`src/rtl/mmr_scrub_ctrl.sv`:
```
// Scrub controller for cross-voted MMR groups: round-robin rewrite of mismatching groups.
// Optional periodic sweep of all groups when MMR_SCRUB_SWEEP_EN is defined.
module mmr_scrub_ctrl #(
  parameter int unsigned N_REG        = 8,
  parameter int unsigned CNT_W        = 16,
  parameter int unsigned TIMEOUT      = 64,
  parameter int unsigned SWEEP_PERIOD = 1024
) (
  input  logic                     clk_i,
  input  logic                     rst_i,
  input  logic [N_REG-1:0]         mismatch_i,
  output logic                     scrub_req_o,
  output logic [$clog2(N_REG)-1:0] scrub_idx_o,
  input  logic                     scrub_ack_i,
  input  logic                     cnt_clr_i,
  output logic [CNT_W-1:0]         scrub_cnt_o,
  output logic [N_REG-1:0]         pending_o,
  output logic                     busy_o,
  output logic                     timeout_o
);

  localparam int unsigned IDX_W = $clog2(N_REG);
  localparam int unsigned TMO_W = $clog2(TIMEOUT);
  localparam logic [TMO_W-1:0] TMO_LAST = TMO_W'(TIMEOUT - 1);

  typedef enum logic [1:0] {
    S_IDLE,
    S_SELECT,
    S_REQ,
    S_DONE
  } state_t;

  state_t             state;
  logic [IDX_W-1:0]   last_idx;
  logic [TMO_W-1:0]   tmo_cnt;
  logic [IDX_W-1:0]   rr_idx;
  logic [N_REG-1:0]   pend_nxt;
  logic               ack_hit;
  logic               tmo_hit;

`ifdef MMR_SCRUB_SWEEP_EN
  localparam int unsigned SWP_W = (SWEEP_PERIOD > 1) ? $clog2(SWEEP_PERIOD) : 1;
  localparam logic [SWP_W-1:0] SWP_LAST = SWP_W'(SWEEP_PERIOD - 1);

  logic [SWP_W-1:0] sweep_cnt;
  logic             sweep_hit;

  assign sweep_hit = (sweep_cnt == SWP_LAST);

  always_ff @(posedge clk_i or posedge rst_i) begin
    if (rst_i) begin
      sweep_cnt <= '0;
    end else if (sweep_hit) begin
      sweep_cnt <= '0;
    end else begin
      sweep_cnt <= sweep_cnt + 1'b1;
    end
  end
`endif

  assign ack_hit = (state == S_REQ) && scrub_ack_i;
  assign tmo_hit = (state == S_REQ) && !scrub_ack_i && (tmo_cnt == TMO_LAST);

  // First pending group strictly after last_idx, wrapping at N_REG-1.
  always_comb begin
    int unsigned c;
    logic        found;
    c      = 0;
    found  = 1'b0;
    rr_idx = last_idx;
    for (int unsigned k = 1; k <= N_REG; k++) begin
      c = 32'(last_idx) + k;
      if (c >= N_REG) c = c - N_REG;
      if (!found && pending_o[c]) begin
        rr_idx = IDX_W'(c);
        found  = 1'b1;
      end
    end
  end

  // New mismatches are ORed in after the clear so a same-cycle set wins.
  always_comb begin
    pend_nxt = pending_o;
    if (state == S_DONE) pend_nxt[scrub_idx_o] = 1'b0;
    pend_nxt = pend_nxt | mismatch_i;
`ifdef MMR_SCRUB_SWEEP_EN
    if (sweep_hit) pend_nxt = '1;
`endif
  end

  always_ff @(posedge clk_i or posedge rst_i) begin
    if (rst_i) begin
      state       <= S_IDLE;
      scrub_req_o <= 1'b0;
      scrub_idx_o <= '0;
      pending_o   <= '0;
      scrub_cnt_o <= '0;
      busy_o      <= 1'b0;
      timeout_o   <= 1'b0;
      last_idx    <= IDX_W'(N_REG - 1);
      tmo_cnt     <= '0;
    end else begin
      pending_o <= pend_nxt;

      if (cnt_clr_i) begin
        scrub_cnt_o <= '0;
      end else if (state == S_DONE && scrub_cnt_o != '1) begin
        scrub_cnt_o <= scrub_cnt_o + 1'b1;
      end

      if (cnt_clr_i) begin
        timeout_o <= 1'b0;
      end else if (tmo_hit) begin
        timeout_o <= 1'b1;
      end

      case (state)
        S_IDLE: begin
          if (|pending_o) begin
            state  <= S_SELECT;
            busy_o <= 1'b1;
          end
        end
        S_SELECT: begin
          scrub_idx_o <= rr_idx;
          scrub_req_o <= 1'b1;
          tmo_cnt     <= '0;
          state       <= S_REQ;
        end
        S_REQ: begin
          if (ack_hit) begin
            scrub_req_o <= 1'b0;
            state       <= S_DONE;
          end else if (tmo_hit) begin
            scrub_req_o <= 1'b0;
            last_idx    <= scrub_idx_o;
            busy_o      <= 1'b0;
            state       <= S_IDLE;
          end else begin
            tmo_cnt <= tmo_cnt + 1'b1;
          end
        end
        S_DONE: begin
          last_idx <= scrub_idx_o;
          busy_o   <= 1'b0;
          state    <= S_IDLE;
        end
        default: begin
          scrub_req_o <= 1'b0;
          busy_o      <= 1'b0;
          state       <= S_IDLE;
        end
      endcase
    end
  end

endmodule

```
`config.mk`:
```
export PLATFORM = sky130hd
export DESIGN_NAME = mmr_scrub_ctrl
export DESIGN_NICKNAME = d
export VERILOG_FILES = /design/src/rtl/mmr_scrub_ctrl.sv
export SDC_FILE = /design/constraint.sdc
export NUM_CORES = 1
export LEC_CHECK = 0
export BUFFER_PORTS_ARGS = -buffer_cell sky130_fd_sc_hd__buf_2
export CAP_MARGIN = 20
export CORE_ASPECT_RATIO = 0.6
export CORE_UTILIZATION = 24
export CTS_CLUSTER_DIAMETER = 60
export DETAILED_ROUTE_END_ITERATION = 10
export PLACE_DENSITY = 0.48
export RECOVER_POWER = 25
export SKIP_LAST_GASP = 1
export SLEW_MARGIN = 20
export SYNTH_ARGS = -nofsm -noshare
export SYNTH_HDL_FRONTEND = slang
export SYNTH_SLANG_ARGS = --single-unit
```
`constraint.sdc`:
```
create_clock -name clk_i -period 3.65 [get_ports clk_i]
set_input_delay 0.365 -clock clk_i [delete_from_list [all_inputs] [get_ports clk_i]]
set_output_delay 0.365 -clock clk_i [all_outputs]
set_load 0.01 [all_outputs]
```
==> results_tabular.tex, run 1 <==
\begin{tabular}{lr}
\hline
Metric & Value \\
\hline
\multicolumn{2}{l}{\textbf{Place}} \\
Worst setup slack after placement & 471 ps \\
Placed Instance Area & 3230 um2 \\
Number of cells in the design after placement & 481 \\
Detailed-placement wirelength estimate & 5560 um \\
Final estimated routing congestion in global placement & 0.834 \\
Port bufs & 41 \\
\multicolumn{2}{l}{\textbf{Power}} \\
Comb power frac & 0.478 \\
Net switching power figure & 0.973 mW \\
Clock power frac & 0.197 \\
Worst IR drop on VDD & 0.000227 V \\
Pwr dens & 669 nW/um2 \\
Leakage & 1.37 nW \\
Switching part of the total & 0.431 \\
Proportion of power drawn by flip-flops and latches & 0.324 \\
Overall power & 2.26 mW \\
Internal power consumption & 1.29 mW \\
\multicolumn{2}{l}{\textbf{STA}} \\
Crit path time final & 3210 ps \\
Final number of max-transition violations & 42 \\
Setup repair after global routing missed its margin & no \\
Peak Freq & 312 MHz \\
Total count of hold-check failures in the final report & 0 \\
Remaining max-slew budget at the tightest pin & -0.481 \\
Final cycle utilization of the critical path & 0.880 \\
Summed negative setup slack over all endpoints & 0 ps \\
Number of endpoints failing setup at the final stage & 0 \\
Final worst clock skew & 8.25 ps \\
Final worst slack & 440 ps \\
Worst hold slack across all endpoints & 244 ps \\
Worst-margin pin slew & 2220 ps \\
\multicolumn{2}{l}{\textbf{Floorplan}} \\
Core box area & 11,500 um2 \\
Die width & 143 um \\
Die area & 12,500 um2 \\
Starting Density & 0.251 \\
Vertical die dimension & 86.8 um \\
Number of top-level pins & 42 \\
Rows & 30 \\
\multicolumn{2}{l}{\textbf{Layout}} \\
Antenna Diode Count & 0 \\
Fraction of final layout cells sized beyond drive strength 1 & 0.240 \\
Signed area change from the synthesized netlist to the final layout & 17.3\% \\
Final core utilization & 0.294 \\
Net count, final & 349 \\
Final cell count without fillers & 489 \\
Final Instance Area & 3380 um2 \\
\multicolumn{2}{l}{\textbf{Logic synthesis}} \\
Most numerous cell in the Yosys netlist & dfrtp\_1 \\
Post-synth design cell area & 2880 um2 \\
EDFF count, synth & 0 \\
Post-synth top flop & dfrtp\_1 \\
Ranking of synthesized cells by area & dfrtp\_1, mux4\_2, mux2i\_1 \\
Share of the synthesized area in the top cell type & 0.330 \\
Synthesis Warnings & 0 \\
Register bit total from synthesis & 41 \\
List of most frequent post-synthesis cells & dfrtp\_1, nor2\_1, nand2\_1 \\
Instance count of the mapped netlist & 292 \\
Net Count, Synth & 313 \\
Synth cell types & 58 \\
Post-synth top area cell & dfrtp\_1 \\
Fraction of synthesis flops using an asynchronous set or reset pin & 1.00 \\
Sequential share of the synthesized area & 0.358 \\
Mean post-synth cell area & 9.86 um2 \\
\multicolumn{2}{l}{\textbf{Global route}} \\
Global-route wire length before repair & 12,200 um \\
Maximum number of pins on one net before global-route repair & 42 \\
Number of antenna violations at the first check in global routing & 0 \\
Number of global-route vias before repair & 2,261 \\
Total global-route track usage & 0.129 \\
Overflow left after global routing & 0 \\
\multicolumn{2}{l}{\textbf{Worst setup path}} \\
Critical path launch point type & flip-flop \\
Largest fanout on the critical path & 10 \\
Endpoint required time on the critical path & 3830 ps \\
CP Capture Type & flip-flop \\
Sequence of cells on the critical path & inv\_1, ha\_1, mux2i\_1, mux2i\_1, o221a\_4, or2\_4, or3\_4, o211a\_1, a221oi\_1 \\
Worst path arrival time & 3390 ps \\
Most prevalent standard cell on the critical path & mux2i\_1 \\
Cell with the biggest individual delay on the critical path & ha\_1 \\
Slowest stage delay, CP & 590 ps \\
Critical path start-end classification & flip-flop to flip-flop \\
\multicolumn{2}{l}{\textbf{Run}} \\
Number of violations of the max-capacitance limit & 1 \\
\multicolumn{2}{l}{\textbf{Clocking}} \\
Num CTS Buffers & 5 \\
Level count of the clock H-tree & 2 \\
Clock root buffer & clkbuf\_16 \\
TritonCTS clock tree & done \\
Number of clock sinks & 41 \\
Maximum clock insertion buffer count & 2 \\
Clock input transition at the sequential cells of the worst setup and hold paths & 70 ps \\
Skew-Pair Late Insertion Delay & 290 ps \\
CTS Hold Buffers Added & 0 \\
Number of cells upsized or downsized after cts & 0 \\
Post-CTS Setup Bufs & 0 \\
\multicolumn{2}{l}{\textbf{Routing}} \\
Wire length per cell after detailed routing & 15.4 um \\
Mean number of vias per cell & 4.90 \\
Antenna Nets Post-Route & 0 \\
Total via count after detailed routing & 2,397 \\
DRC violations left & 0 \\
Detailed-router iteration count before antenna repair & 4 \\
Routed wire length & 7530 um \\
Violation count after the first detailed-route iteration & 158 \\
\multicolumn{2}{l}{\textbf{Min path}} \\
Min-Delay Path Class & primary input to flip-flop \\
\multicolumn{2}{l}{\textbf{Outcome}} \\
Outcome & finished with violations \\
Failing checks & capacitance limit, slew limit \\
\hline
\end{tabular}
-- worst paths after layout --
kind / start / endpoint / slack [ps] / cells after the start
worst max-delay path: last_idx[1]$_DFFE_PP1P_ / scrub_idx_o[2]$_DFFE_PP0P_ / 440 / 9
worst min-delay path: mismatch_i[0] / pending_o[0]$_DFF_PP0_ / 240 / 2
worst max register to register: last_idx[1]$_DFFE_PP1P_ / scrub_idx_o[2]$_DFFE_PP0P_ / 440 / 9
worst min register to register: timeout_o$_DFFE_PP0P_ / timeout_o$_DFFE_PP0P_ / 510 / 2
max in group asynchronous: rst_i / state[1]$_DFFE_PP0P_ / 1510 / 3
min in group asynchronous: rst_i / scrub_cnt_o[10]$_DFFE_PP0P_ / 880 / 3
-- registers in the layout, summed over array words and instances (netlist names) --
name	cells
busy_o	1
last_idx	3
pending_o	8
scrub_cnt_o	16
scrub_idx_o	3
scrub_req_o	1
state	2
timeout_o	1
tmo_cnt	6
-- cells in the final DEF, fill, tap and decap left out, types with 2 or more instances in the layout --
cell type	n
a21boi_0	2
nand4_1	8
mux2_2	3
o21ai_0	11
o221ai_1	2
nor4_1	2
ha_1	9
nand3_1	15
buf_4	2
o211ai_1	2
nor3_1	3
and2_1	2
or3_1	2
dfstp_2	3
dfrtp_1	38
nand2_1	25
xnor2_1	7
and4_1	2
nor2_1	28
mux2i_1	12
and3_1	3
nand2b_1	4
nor2b_1	5
a31oi_1	4
a21oi_1	10
xor2_1	11
clkbuf_16	5
a22o_1	4
buf_2	41
a21o_1	9
inv_1	13
mux4_2	13
-- power groups by stage --
stage	Combinational [mW]	Clock (mW)	Sequential, mW
2_1_floorplan	0.879	0	0.660
3_3_place_gp	1.06	0	0.738
3_5_place_dp	1.07	0	0.738
4_1_cts	1.08	0.459	0.729
5_1_grt	1.19	0.477	0.751
6_report	1.08	0.445	0.733
-- critical path, delay by kind of cell, from the launching register on --
| family | cells | cell delay [ps] |
|---|---|---|
| adders and majority gates | 1 | 590 |
| DFF | 1 | 530 |
| and+or+nand+nor | 2 | 660 |
| AOI/OAI and AO/OA | 3 | 700 |
| muxes | 2 | 530 |
| buffers and inverters | 1 | 90 |
-- area by class of cell --
type                    instances  area, um2
clock buffers                   5        125
clock inverters                 3       21.3
fillers                      1246       8110
inverters                      15       56.3
multi-input cells             221       1720
flip-flops and latches         41       1030
well taps                     160        200
repair buffers                 44        224
-- logic make-up after synthesis --
group,count (synthesis),share of synthesized area
buffers and inverters,30,0.0448
XOR/XNOR,19,0.0643
flip-flops,41,0.358
AND/OR/NAND/NOR,105,0.182
adder cells (fa/ha/maj),9,0.0391
multiplexers,29,0.163
AO/OA/AOI/OAI,59,0.149
-- routing by layer --
metal  vias to the layer above  GRT usage  wire length, um
met1                      1176      0.201             4030
met4                         0     0.0329               74
met3                         9     0.0326              580
li1                       1138          -                -
met2                        74      0.172             2840
met5                         -          0                0
Power figures use the tool's default switching activity.
==> inputs of run 2 (changes only) <==
--- a/config.mk
+++ b/config.mk
@@ -9,7 +9,9 @@
 export CAP_MARGIN = 20
+export CELL_PAD_IN_SITES_DETAIL_PLACEMENT = 0
+export CELL_PAD_IN_SITES_GLOBAL_PLACEMENT = 1
 export CORE_ASPECT_RATIO = 0.6
-export CORE_UTILIZATION = 24
+export CORE_UTILIZATION = 45
 export CTS_CLUSTER_DIAMETER = 60
 export DETAILED_ROUTE_END_ITERATION = 10
-export PLACE_DENSITY = 0.48
+export PLACE_DENSITY = 0.89
 export RECOVER_POWER = 25
--- a/constraint.sdc
+++ b/constraint.sdc
@@ -3,2 +3,2 @@
 set_output_delay 0.365 -clock clk_i [all_outputs]
-set_load 0.01 [all_outputs]
+set_load 0.005 [all_outputs]
==> results_tabular.tex, run 2 (same netlist as run 1, synthesis figures left out) <==
\begin{tabular}{lr}
\hline
Metric & Value \\
\hline
\multicolumn{2}{l}{\textbf{Clocking}} \\
CTS Hold Buffers Added & 0 \\
Skew-Pair Late Insertion Delay & 310 ps \\
Clock input transition at the sequential cells of the worst setup and hold paths & 90 ps \\
Maximum clock insertion buffer count & 2 \\
Level count of the clock H-tree & 2 \\
Number of clock sinks & 41 \\
Number of cells upsized or downsized after cts & 0 \\
TritonCTS clock tree & done \\
Clock root buffer & clkbuf\_8 \\
Post-CTS Setup Bufs & 0 \\
Num CTS Buffers & 5 \\
\multicolumn{2}{l}{\textbf{STA}} \\
Remaining max-slew budget at the tightest pin & -0.498 \\
Setup repair after global routing missed its margin & no \\
Worst-margin pin slew & 2250 ps \\
Final worst slack & 482 ps \\
Final number of max-transition violations & 42 \\
Summed negative setup slack over all endpoints & 0 ps \\
Peak Freq & 316 MHz \\
Final worst clock skew & 9.00 ps \\
Total count of hold-check failures in the final report & 0 \\
Final cycle utilization of the critical path & 0.868 \\
Crit path time final & 3170 ps \\
Number of endpoints failing setup at the final stage & 0 \\
\multicolumn{2}{l}{\textbf{Global route}} \\
Overflow left after global routing & 0 \\
Total global-route track usage & 0.215 \\
Global-route wire length before repair & 11,100 um \\
Number of global-route vias before repair & 2,115 \\
Number of antenna violations at the first check in global routing & 0 \\
Maximum number of pins on one net before global-route repair & 42 \\
\multicolumn{2}{l}{\textbf{Layout}} \\
Fill cell total of the finished layout & 573 \\
Final Instance Area & 3260 um2 \\
Net count, final & 350 \\
Most frequent cells in the layout & buf\_2, dfrtp\_1, nor2\_1 \\
Commonest non-fill, non-tap cell in the layout & buf\_2 \\
Fraction of final layout cells sized beyond drive strength 1 & 0.242 \\
Max FFs per register & 16 \\
Signed area change from the synthesized netlist to the final layout & 13.3\% \\
Area used by multi-input combinational logic & 1720 um2 \\
Sequential cell area & 1030 um2 \\
Register bank with the most flops & scrub\_cnt\_o \\
Largest registers in the final layout & scrub\_cnt\_o: 16 flops, pending\_o: 8 flops, tmo\_cnt: 6 flops \\
Antenna Diode Count & 0 \\
\multicolumn{2}{l}{\textbf{Worst setup path}} \\
Critical path launch point type & flip-flop \\
Largest fanout on the critical path & 10 \\
Critical path start-end classification & flip-flop to flip-flop \\
Endpoint required time on the critical path & 3840 ps \\
CP Capture Type & flip-flop \\
Worst path arrival time & 3360 ps \\
\multicolumn{2}{l}{\textbf{Run}} \\
Number of violations of the max-capacitance limit & 1 \\
\multicolumn{2}{l}{\textbf{Outcome}} \\
Failing checks & capacitance limit, slew limit \\
Outcome & finished with violations \\
\multicolumn{2}{l}{\textbf{Place}} \\
Placed Instance Area & 3150 um2 \\
Final estimated routing congestion in global placement & 0.890 \\
Detailed-placement wirelength estimate & 4900 um \\
Port bufs & 41 \\
Worst setup slack after placement & 532 ps \\
\multicolumn{2}{l}{\textbf{Floorplan}} \\
Die width & 105 um \\
Number of top-level pins & 42 \\
Die area & 6730 um2 \\
Starting Density & 0.469 \\
Core box area & 6140 um2 \\
Vertical die dimension & 64.0 um \\
Rows & 22 \\
\multicolumn{2}{l}{\textbf{Routing}} \\
Antenna Nets Post-Route & 0 \\
Wire length per cell after detailed routing & 16.5 um \\
Violation count after the first detailed-route iteration & 162 \\
Detailed-router iteration count before antenna repair & 5 \\
DRC violations left & 0 \\
Total via count after detailed routing & 2,397 \\
Mean number of vias per cell & 5.79 \\
Routed wire length & 6850 um \\
\multicolumn{2}{l}{\textbf{Power}} \\
Leakage & 1.37 nW \\
Worst IR drop on VDD & 0.000267 V \\
Pwr dens & 670 nW/um2 \\
\multicolumn{2}{l}{\textbf{Min path}} \\
Min-Delay Path Class & primary input to flip-flop \\
\hline
\end{tabular}
## run 2: cell types whose count changed in the layout (fill, tap and decap cells not counted)
cell | previous run | this run
clkbuf_8 | 0 | 6
clkinv_2 | 1 | 0
bufinv_16 | 0 | 1
buf_4 | 2 | 3
inv_1 | 13 | 14
inv_6 | 1 | 0
clkinv_1 | 1 | 0
clkbuf_16 | 5 | 0
## run 2: power breakdown
group	switching (mW)	internal, mW
Clock	0.175	0.223
Combinational	0.602	0.487
Sequential	0.147	0.552
Total	0.924	1.26
## run 2: critical path: stages, from the launching register on
cell      delay (ps)
dfstp_2          530
inv_1             90
ha_1             580
mux2i_1          350
mux2i_1          140
o221a_4          310
or2_4            260
or3_4            390
o211a_1          130
a221oi_1         290
## run 2: through the flow
stage / instances / util / hold slack, ps / power, mW
after global routing: 414 / 0.532 / 222 / 2.34
final: 414 / 0.532 / 233 / 2.19
after detailed placement: 406 / 0.513 / 502 / 1.78
after floorplan: 292 / - / 457 / 1.52
after global placement: 406 / 0.513 / 505 / 1.75
after CTS: 414 / 0.532 / 202 / 2.18
## run 2: path summary, 6_finish.rpt
path / startpoint / end / slack (ps) / cells after the start
hold / removal: mismatch_i[7] / pending_o[7]$_DFF_PP0_ / 230 / 2
hold reg to reg: timeout_o$_DFFE_PP0P_ / timeout_o$_DFFE_PP0P_ / 510 / 2
min in group asynchronous: rst_i / tmo_cnt[4]$_DFFE_PP0P_ / 880 / 3
setup / recovery: last_idx[1]$_DFFE_PP1P_ / scrub_idx_o[2]$_DFFE_PP0P_ / 480 / 9
max in group asynchronous: rst_i / scrub_cnt_o[15]$_DFFE_PP0P_ / 1500 / 3
setup reg to reg: last_idx[1]$_DFFE_PP1P_ / scrub_idx_o[2]$_DFFE_PP0P_ / 480 / 9
## run 2: per-layer routing
layer	vias to the layer above	GRT usage	part of all wire
li1	1138	-	-
met1	1153	0.351	0.51
met2	98	0.279	0.40
met3	8	0.0612	0.079
met4	0	0.0246	0.0067
met5	-	0	0
## run 2: layout make-up
cell class | count | share of cell area
clock buffer | 6 | 0.0253
clock inverter | 2 | 0.0115
inverter | 15 | 0.0173
timing repair buffer | 45 | 0.0709
sequential | 41 | 0.316
multi-input combinational | 221 | 0.527
tap | 84 | 0.0322
==> inputs of run 3 (changes only) <==
==> constraint.sdc (replaced) <==
create_clock -name clk_i -period 3.65 [get_ports clk_i]
set_input_delay 0 -clock clk_i [delete_from_list [all_inputs] [get_ports clk_i]]
set_output_delay 0 -clock clk_i [all_outputs]
set_load 0.005 [all_outputs]
==> results_tabular.tex, run 3 (same netlist as run 1, synthesis figures left out) <==
\begin{tabular}{lr}
\hline
Metric & Value \\
\hline
\multicolumn{2}{l}{\textbf{Floorplan}} \\
Starting Density & 0.469 \\
Number of top-level pins & 42 \\
Die width & 105 um \\
Vertical die dimension & 64.0 um \\
Rows & 22 \\
Core box area & 6140 um2 \\
Die area & 6730 um2 \\
\multicolumn{2}{l}{\textbf{Routing}} \\
DRC violations left & 0 \\
Mean number of vias per cell & 5.74 \\
Total via count after detailed routing & 2,428 \\
Detailed-router iteration count before antenna repair & 4 \\
Antenna Nets Post-Route & 0 \\
Violation count after the first detailed-route iteration & 220 \\
Wire length per cell after detailed routing & 16.4 um \\
Routed wire length & 6940 um \\
\multicolumn{2}{l}{\textbf{STA}} \\
Worst hold slack across all endpoints & 70.0 ps \\
Remaining max-slew budget at the tightest pin & -0.498 \\
Crit path time final & 3180 ps \\
Final number of max-transition violations & 42 \\
Setup repair after global routing missed its margin & no \\
Peak Freq & 315 MHz \\
Worst-margin pin slew & 2250 ps \\
Final cycle utilization of the critical path & 0.871 \\
Summed negative setup slack over all endpoints & 0 ps \\
Number of endpoints failing setup at the final stage & 0 \\
Total count of hold-check failures in the final report & 0 \\
Final worst clock skew & 12.0 ps \\
\multicolumn{2}{l}{\textbf{Layout}} \\
Fraction of final layout cells sized beyond drive strength 1 & 0.236 \\
Max FFs per register & 16 \\
Register bank with the most flops & scrub\_cnt\_o \\
Antenna Diode Count & 0 \\
Commonest non-fill, non-tap cell in the layout & buf\_2 \\
Largest registers in the final layout & scrub\_cnt\_o: 16 flops, pending\_o: 8 flops, tmo\_cnt: 6 flops \\
Signed area change from the synthesized netlist to the final layout & 16.5\% \\
Net count, final & 359 \\
Most frequent cells in the layout & buf\_2, dfrtp\_1, nor2\_1 \\
Final cell count without fillers & 423 \\
\multicolumn{2}{l}{\textbf{Worst setup path}} \\
Critical path launch point type & flip-flop \\
Worst path arrival time & 3370 ps \\
Largest fanout on the critical path & 10 \\
CP Capture Type & flip-flop \\
Critical path start-end classification & flip-flop to flip-flop \\
Endpoint required time on the critical path & 3840 ps \\
\multicolumn{2}{l}{\textbf{Power}} \\
Leakage & 1.41 nW \\
Worst IR drop on VDD & 0.000277 V \\
Pwr dens & 654 nW/um2 \\
\multicolumn{2}{l}{\textbf{Global route}} \\
Number of antenna violations at the first check in global routing & 0 \\
Number of global-route vias before repair & 2,149 \\
Maximum number of pins on one net before global-route repair & 42 \\
Global-route wire length before repair & 11,300 um \\
Overflow left after global routing & 0 \\
Total global-route track usage & 0.218 \\
\multicolumn{2}{l}{\textbf{Place}} \\
Port bufs & 41 \\
Number of cells in the design after placement & 406 \\
Detailed-placement wirelength estimate & 4900 um \\
Final estimated routing congestion in global placement & 0.890 \\
\multicolumn{2}{l}{\textbf{Clocking}} \\
Clock root buffer & clkbuf\_8 \\
Skew-Pair Late Insertion Delay & 310 ps \\
Level count of the clock H-tree & 2 \\
TritonCTS clock tree & done \\
Maximum clock insertion buffer count & 2 \\
Num CTS Buffers & 5 \\
Number of clock sinks & 41 \\
Clock input transition at the sequential cells of the worst setup and hold paths & 90 ps \\
\multicolumn{2}{l}{\textbf{Outcome}} \\
Outcome & finished with violations \\
Failing checks & capacitance limit, slew limit \\
\multicolumn{2}{l}{\textbf{Run}} \\
Number of violations of the max-capacitance limit & 1 \\
\multicolumn{2}{l}{\textbf{Min path}} \\
Min-Delay Path Class & primary input to flip-flop \\
\hline
\end{tabular}
[run 3: cell types whose count changed in the layout (fill, tap and decap cells not counted), sizes merged]
cell         previous run  this run
dlygate4sd3             0         9
[run 3: worst max-delay path, cell delays in order (launching register included)]
cell and delay [ps]:
dfstp_2 530, inv_1 90, ha_1 580, mux2i_1 340
mux2i_1 130, o221a_4 310, or2_4 260, or3_4 390
o211a_1 130, a221oi_1 300
[run 3: stage by stage]
step           utilization  setup slack [ps]  total power, mW  cell area, um2
6_report             0.546               471             2.19            3350
4_1_cts              0.547               498             2.18            3360
2_1_floorplan            -               395             1.52            2880
5_1_grt              0.546               320             2.35            3350
3_5_place_dp         0.513               532             1.78            3150
3_3_place_gp         0.513               670             1.75            3150
[run 3: metal layers]
metal	wire, um	GRT usage	up-vias
met5	0	0	-
met4	32	0.0246	0
met3	455	0.0592	4
met2	2850	0.286	90
met1	3590	0.355	1175
li1	-	-	1159
[run 3: path summary, 6_finish.rpt]
kind                       cells after the start  slack [ps]                     endpoint               startpoint
max                                            9         470   scrub_idx_o[2]$_DFFE_PP0P_  last_idx[1]$_DFFE_PP1P_
min                                            2          70  scrub_cnt_o[14]$_DFFE_PP0P_                cnt_clr_i
max reg2reg                                    9         470   scrub_idx_o[2]$_DFFE_PP0P_  last_idx[1]$_DFFE_PP1P_
min reg2reg                                    2         510        timeout_o$_DFFE_PP0P_    timeout_o$_DFFE_PP0P_
max in group asynchronous                      4        1310       pending_o[4]$_DFF_PP0_                    rst_i
min in group asynchronous                      4        1060       pending_o[7]$_DFF_PP0_                    rst_i
[run 3: cell type report]
class / count / area, um2
multi-input cells: 221 / 1720
repair buffers: 54 / 322
clock buffers: 6 / 82.6
well taps: 84 / 105
inverters: 15 / 56.3
flip-flops and latches: 41 / 1030
fillers: 557 / 2790
clock inverters: 2 / 37.5
[run 3: repair_timing]
action / CTS / global route
buffers inserted: 0 / 0
endpoints found under the setup margin: 0 / 0
hold endpoints to repair: 46 / 0
hold buffers: 9 / 0
resized for setup: 0 / 0
[run 3: where the power goes]
group,switching (mW),internal [mW]
registers,0.148,0.552
logic,0.601,0.493
clock network,0.176,0.223
total,0.925,1.27
